## src/rtl/i2c_master_pkg.sv

```systemverilog
// rtl/i2c_master_pkg.sv - shared types and constants for the I2C master controller
package i2c_master_pkg;

  // Transaction sequencer states, in bus order
  typedef enum logic [3:0] {
    IDLE,
    START,
    DEV,
    ACK1,
    MADDR,
    ACK2,
    DATA,
    ACK3,
    STOP,
    DONE
  } state_t;

  // Quarter phases of one SCL bit period
  typedef enum logic [1:0] {
    Q0,
    Q1,
    Q2,
    Q3
  } qphase_t;

  localparam logic RW_READ  = 1'b1;
  localparam logic RW_WRITE = 1'b0;

endpackage

```

## src/rtl/i2c_bit_timer.sv

```systemverilog
// rtl/i2c_bit_timer.sv - quarter-phase timer for one SCL bit (scl_i port only with I2C_CLK_STRETCH_EN)
module i2c_bit_timer
  import i2c_master_pkg::*;
#(
  parameter int CLK_DIV = 2
) (
  input  logic    clk,
  input  logic    reset,
  input  logic    run,
`ifdef I2C_CLK_STRETCH_EN
  input  logic    scl_i,
`endif
  output qphase_t phase,
  output logic    phase_last,
  output logic    bit_done
);

  localparam int QW = $clog2(CLK_DIV + 1);

  logic [QW-1:0] qcnt;
  logic          hold;

`ifdef I2C_CLK_STRETCH_EN
  // A slave holding SCL low during the high phase freezes the counter
  assign hold = (phase == Q2) && !scl_i;
`else
  assign hold = 1'b0;
`endif

  assign phase_last = (qcnt == QW'(CLK_DIV - 1)) && !hold;
  assign bit_done   = phase_last && (phase == Q3);

  // Quarter counter and phase sequence; parked at Q0 while not running
  always_ff @(posedge clk) begin
    if (reset || !run) begin
      qcnt  <= '0;
      phase <= Q0;
    end else if (!hold) begin
      if (phase_last) begin
        qcnt  <= '0;
        phase <= qphase_t'(phase + 2'd1);
      end else begin
        qcnt <= qcnt + QW'(1);
      end
    end
  end

endmodule

```

## src/rtl/i2c_master_ctrl.sv

```systemverilog
// rtl/i2c_master_ctrl.sv - single-transaction I2C master; optional I2C_CLK_STRETCH_EN honours SCL stretching
module i2c_master_ctrl
  import i2c_master_pkg::*;
#(
  parameter int CLK_DIV = 2
) (
  input  logic       clk,
  input  logic       reset,
  input  logic       cmd_valid,
  output logic       cmd_ready,
  input  logic       cmd_rw,
  input  logic [6:0] cmd_dev_addr,
  input  logic [7:0] cmd_mem_addr,
  input  logic [7:0] cmd_wdata,
  output logic       rsp_valid,
  output logic [7:0] rsp_rdata,
  output logic       rsp_nack,
  output logic       busy,
  output logic       scl_o,
  input  logic       scl_i,
  output logic       sda_oe,
  input  logic       sda_i
);

  state_t     state;
  qphase_t    phase;
  logic       phase_last;
  logic       bit_done;
  logic       timer_run;
  logic       scl_rise;
  logic       sample;
  logic       rw_q;
  logic [7:0] maddr_q;
  logic [7:0] wdata_q;
  logic [7:0] shreg;
  logic [2:0] bit_cnt;
  logic       nack_flag;

  assign timer_run = (state != IDLE) && (state != DONE);
  assign scl_rise  = (phase == Q1) && phase_last;
  assign sample    = (phase == Q2) && phase_last;

`ifndef I2C_CLK_STRETCH_EN
  logic scl_unused;
  assign scl_unused = scl_i;
`endif

  i2c_bit_timer #(.CLK_DIV(CLK_DIV)) u_timer (
    .clk        (clk),
    .reset      (reset),
    .run        (timer_run),
`ifdef I2C_CLK_STRETCH_EN
    .scl_i      (scl_i),
`endif
    .phase      (phase),
    .phase_last (phase_last),
    .bit_done   (bit_done)
  );

  // Transaction sequencer; pin levels are registered on the edge that enters each phase
  always_ff @(posedge clk) begin
    if (reset) begin
      state     <= IDLE;
      cmd_ready <= 1'b1;
      busy      <= 1'b0;
      rsp_valid <= 1'b0;
      rsp_rdata <= 8'h00;
      rsp_nack  <= 1'b0;
      scl_o     <= 1'b1;
      sda_oe    <= 1'b0;
      rw_q      <= 1'b0;
      maddr_q   <= 8'h00;
      wdata_q   <= 8'h00;
      shreg     <= 8'h00;
      bit_cnt   <= 3'd0;
      nack_flag <= 1'b0;
    end else begin
      rsp_valid <= 1'b0;
      case (state)
        IDLE: begin
          if (cmd_valid) begin
            rw_q      <= cmd_rw;
            maddr_q   <= cmd_mem_addr;
            wdata_q   <= cmd_wdata;
            shreg     <= {cmd_dev_addr, cmd_rw};
            bit_cnt   <= 3'd0;
            nack_flag <= 1'b0;
            cmd_ready <= 1'b0;
            busy      <= 1'b1;
            state     <= START;
          end
        end
        START: begin
          // SDA falls in the middle of the SCL-high period
          if (scl_rise) sda_oe <= 1'b1;
          if (bit_done) begin
            scl_o  <= 1'b0;
            sda_oe <= ~shreg[7];
            state  <= DEV;
          end
        end
        DEV, MADDR, DATA: begin
          if (scl_rise) scl_o <= 1'b1;
          if (sample && (state == DATA) && (rw_q == RW_READ)) shreg <= {shreg[6:0], sda_i};
          if (bit_done) begin
            scl_o   <= 1'b0;
            bit_cnt <= bit_cnt + 3'd1;
            if (bit_cnt == 3'd7) begin
              sda_oe <= 1'b0;
              state  <= (state == DEV) ? ACK1 : (state == MADDR) ? ACK2 : ACK3;
            end else if (!((state == DATA) && (rw_q == RW_READ))) begin
              shreg  <= {shreg[6:0], 1'b0};
              sda_oe <= ~shreg[6];
            end
          end
        end
        ACK1, ACK2, ACK3: begin
          if (scl_rise) scl_o <= 1'b1;
          // ACK3 on a read is the master's own NACK, so it is not checked
          if (sample && sda_i && !((state == ACK3) && (rw_q == RW_READ))) nack_flag <= 1'b1;
          if (bit_done) begin
            scl_o <= 1'b0;
            if (nack_flag || (state == ACK3)) begin
              sda_oe <= 1'b1;
              state  <= STOP;
            end else if (state == ACK1) begin
              shreg  <= maddr_q;
              sda_oe <= ~maddr_q[7];
              state  <= MADDR;
            end else begin
              shreg  <= wdata_q;
              sda_oe <= (rw_q == RW_WRITE) & ~wdata_q[7];
              state  <= DATA;
            end
          end
        end
        STOP: begin
          if (scl_rise) scl_o <= 1'b1;
          // SDA rises while SCL is high for the STOP condition
          if (sample) sda_oe <= 1'b0;
          if (bit_done) begin
            rsp_valid <= 1'b1;
            rsp_nack  <= nack_flag;
            if ((rw_q == RW_READ) && !nack_flag) rsp_rdata <= shreg;
            state <= DONE;
          end
        end
        DONE: begin
          cmd_ready <= 1'b1;
          busy      <= 1'b0;
          state     <= IDLE;
        end
        default: state <= IDLE;
      endcase
    end
  end

endmodule

```

## config.mk

```make
export PLATFORM = sky130hd
export DESIGN_NAME = i2c_master_ctrl
export DESIGN_NICKNAME = d
export VERILOG_FILES = /design/src/rtl/i2c_master_pkg.sv /design/src/rtl/i2c_bit_timer.sv /design/src/rtl/i2c_master_ctrl.sv
export SDC_FILE = /design/constraint.sdc
export NUM_CORES = 1
export LEC_CHECK = 0
export CAP_MARGIN = 25
export CORE_UTILIZATION = 45
export CTS_CLUSTER_SIZE = 16
export DETAILED_ROUTE_END_ITERATION = 7
export DONT_BUFFER_PORTS = 1
export GPL_ROUTABILITY_DRIVEN = 0
export PLACE_DENSITY_LB_ADDON = 0.3
export SKIP_CTS_REPAIR_TIMING = 1
export SYNTH_ARGS = -nofsm -noshare
export SYNTH_HDL_FRONTEND = slang
export SYNTH_HIERARCHICAL = 1
export SYNTH_SLANG_ARGS = --single-unit
```

## constraint.sdc

```tcl
create_clock -name clk -period 2 [get_ports clk]
set_input_delay 0 -clock clk [delete_from_list [all_inputs] [get_ports clk]]
set_output_delay 0 -clock clk [all_outputs]
set_load 0.005 [all_outputs]
```

==> reports/qor.csv <==
metric,value,unit
drt pass-1 iters,4,
Final ANT Viol Nets,0,
post-detailed-route wirelength per cell,14.6,um
IO Count,43,
DR iter-0 viols,144,
Final setup viols,0,
largest net degree at the start of global routing,53,
Tcrit/Tclk final,94.3,%
unrepaired setup endpoints after global routing,no,
worst stage delay on the critical path,0.37,ns
number of port buffers,0,
crit-path cells,"ha_1, and2_1, nand2b_1, o21ai_1, a21o_1, o21ai_2, a221o_1",
"commonest non-fill, non-tap cells in the layout","nand2_1 (61), dfxtp_1 (51), a21oi_1 (39), nor2_1 (24), dlygate4sd3_1 (20)",
"most common cell after layout, fill and taps aside",nand2_1,
Worst Setup Start Kind,register,
Final Hold Viols,1,
Worst-path clk slew,0.10,ns
CTS tree,yes,
register bit count reported by yosys,51,
Synth cell types,50,
CP Capture Type,register,
Area Overhead vs Synth,15.5,%
Final Core Density,55.4,%
layout cell share with drive strength beyond 1,10.3,%
CP arrival,2.09,ns
Worst Skew,0.00684,ns
Die Y,77.0,um
Buf/Inv on CP,0,
Max-Cap Viols,0,
routed wire length,5840,um
drt via density,5.60,
TritonCTS Buffers,5,
CP required,2.20,ns
clk sink count,51,
violated checks,negative hold slack,
final hold slack,-0.0189,ns
status,"finished, violations left",
syn avg cell area,8.13,um2
worst-path fanout max,7,
diodes inserted,0,
Post-Syn Instances,311,
Final TNS setup,0,ns
die area,5930,um2
Clock Tree Buf Depth,2,
Final min period,1.89,ns
Hold Path Class,in2reg,
slowest cell on the critical path,dfxtp_1,
GR Util All Layers,19.8,%
area of the mapped netlist,2530,um2
Ys Warns,6,
CP top delay family,compound AO/OA/AOI/OAI gates,
leak pwr,1.16,nW
Max VDD drop,484,uV
first-pass GRT wire length,9330,um
PD cells,1030,nW/um2
DP HPWL,4100,um
syn_nets,345,
DRC violations left,0,
Setup CP Type,reg2reg,
Root Buffer,clkbuf_8,
via count,2244,
initial core utilization,48.0,%
H-tree levels,2,
Cell Rows,26,
Max transition margin,59.1,%
vias in the first global route,1977,
Max Fclk,530,MHz
GRT overflow,0,
post-synthesis sequential area ratio,40.4,%
initial antenna violation count,0,
core area,5270,um2
Die Wd,77.0,um
fin. max-slew vios,0,
Worst-Margin Slew,0.613,ns
Worst-Skew Late Latency,0.31,ns
final net count,364,
cells by family after synthesis:
logic type                 share of synthesized area [%]
buffers and inverters                               5.14
DFF                                                 40.4
adders and majority gates                           2.47
and+or+nand+nor                                     24.7
xor gates and xnor gates                           0.346
muxes                                               5.59
AOI/OAI and AO/OA                                   21.4
layer usage:
metal,vias up,track usage [%],share of wire (%)
met5,-,0,0
met4,0,6.23,1.1
met3,5,4.64,4.5
met2,59,31.3,46
met1,1044,26.5,48
li1,1136,-,-
flip-flops by register name, summed over array words and instances, names as in the netlist, 2 cells and up:
| signal | flops |
|---|---|
| maddr_q | 8 |
| rsp_rdata | 8 |
| shreg | 8 |
| wdata_q | 8 |
| state | 4 |
| bit_cnt | 3 |
| u_timer/phase | 2 |
| u_timer/qcnt | 2 |
where the power goes:
group,internal [W],switching (W)
clock,0.000253,0.000361
combinational,0.000437,0.000599
sequential,0.00118,0.000172
path summary, 6_finish.rpt:
check | start | end | slack [ns] | cells past startpoint
setup / recovery | u_timer/qcnt[0]$_SDFF_PP0_ | shreg[5]$_SDFFE_PP0P_ | 0.11 | 7
hold / removal | reset | sda_oe$_SDFFE_PP0P_ | -0.02 | 4
setup reg to reg | u_timer/qcnt[0]$_SDFF_PP0_ | shreg[5]$_SDFFE_PP0P_ | 0.11 | 7
hold reg to reg | maddr_q[0]$_SDFFE_PP0P_ | maddr_q[0]$_SDFFE_PP0P_ | 0.46 | 2
synthesized netlist by cell type (all sizes together):
library cell | instances | area share, %
a211o | 1 | 0.35
a211oi | 4 | 1.2
a21o | 1 | 0.30
a21oi | 39 | 7.7
a221o | 7 | 2.8
a221oi | 5 | 1.7
a2bb2oi | 3 | 1.0
a311oi | 2 | 0.69
a31o | 1 | 0.35
a31oi | 6 | 1.5
and2 | 3 | 0.74
and3 | 2 | 0.49
and3b | 2 | 0.69
buf | 14 | 3.2
clkbuf | 8 | 1.2
dfxtp | 51 | 40
ha | 5 | 2.5
inv | 5 | 0.74
mux2 | 1 | 0.45
mux2i | 13 | 5.1
nand2 | 62 | 9.3
nand2b | 7 | 2.0
nand3 | 8 | 2.0
nand3b | 2 | 0.59
nand4 | 2 | 0.49
nor2 | 25 | 4.0
nor2b | 1 | 0.25
nor3 | 6 | 1.6
nor3b | 1 | 0.30
o211ai | 1 | 0.30
o21ai | 8 | 1.7
o221ai | 1 | 0.35
o22ai | 2 | 0.49
o2bb2ai | 1 | 0.35
o31ai | 2 | 0.59
or2 | 2 | 0.49
or3 | 4 | 0.99
or3b | 2 | 0.69
xnor2 | 1 | 0.35
cell type report:
class,count,area [um2]
Fill cell,521,2350
Multi-Input combinational cell,233,1380
Sequential cell,51,1020
Timing Repair Buffer,34,318
Tap cell,70,87.6
Clock buffer,5,68.8
Clock inverter,3,23.8
Inverter,5,18.8
tightest hold or removal path, cell delays in order:
cell	delay (ns)
a21oi_1	0.02
o21ai_0	0.06
a31o_2	0.11
mux2i_1	0.06
stage by stage:
step	area (um2)	setup slack, ns	power (W)	cells	hold WS [ns]
2_1_floorplan	2530	0.182	0.00211	311	0.136
3_3_place_gp	2600	0.111	0.00233	372	0.0744
3_5_place_dp	2600	0.0495	0.00235	372	0.0752
4_1_cts	2700	0.0144	0.00296	380	-0.260
5_1_grt	2920	0.00527	0.00320	401	0.00409
6_report	2920	0.114	0.00300	401	-0.0189
Note: power is estimated with default switching activity, not from simulation.
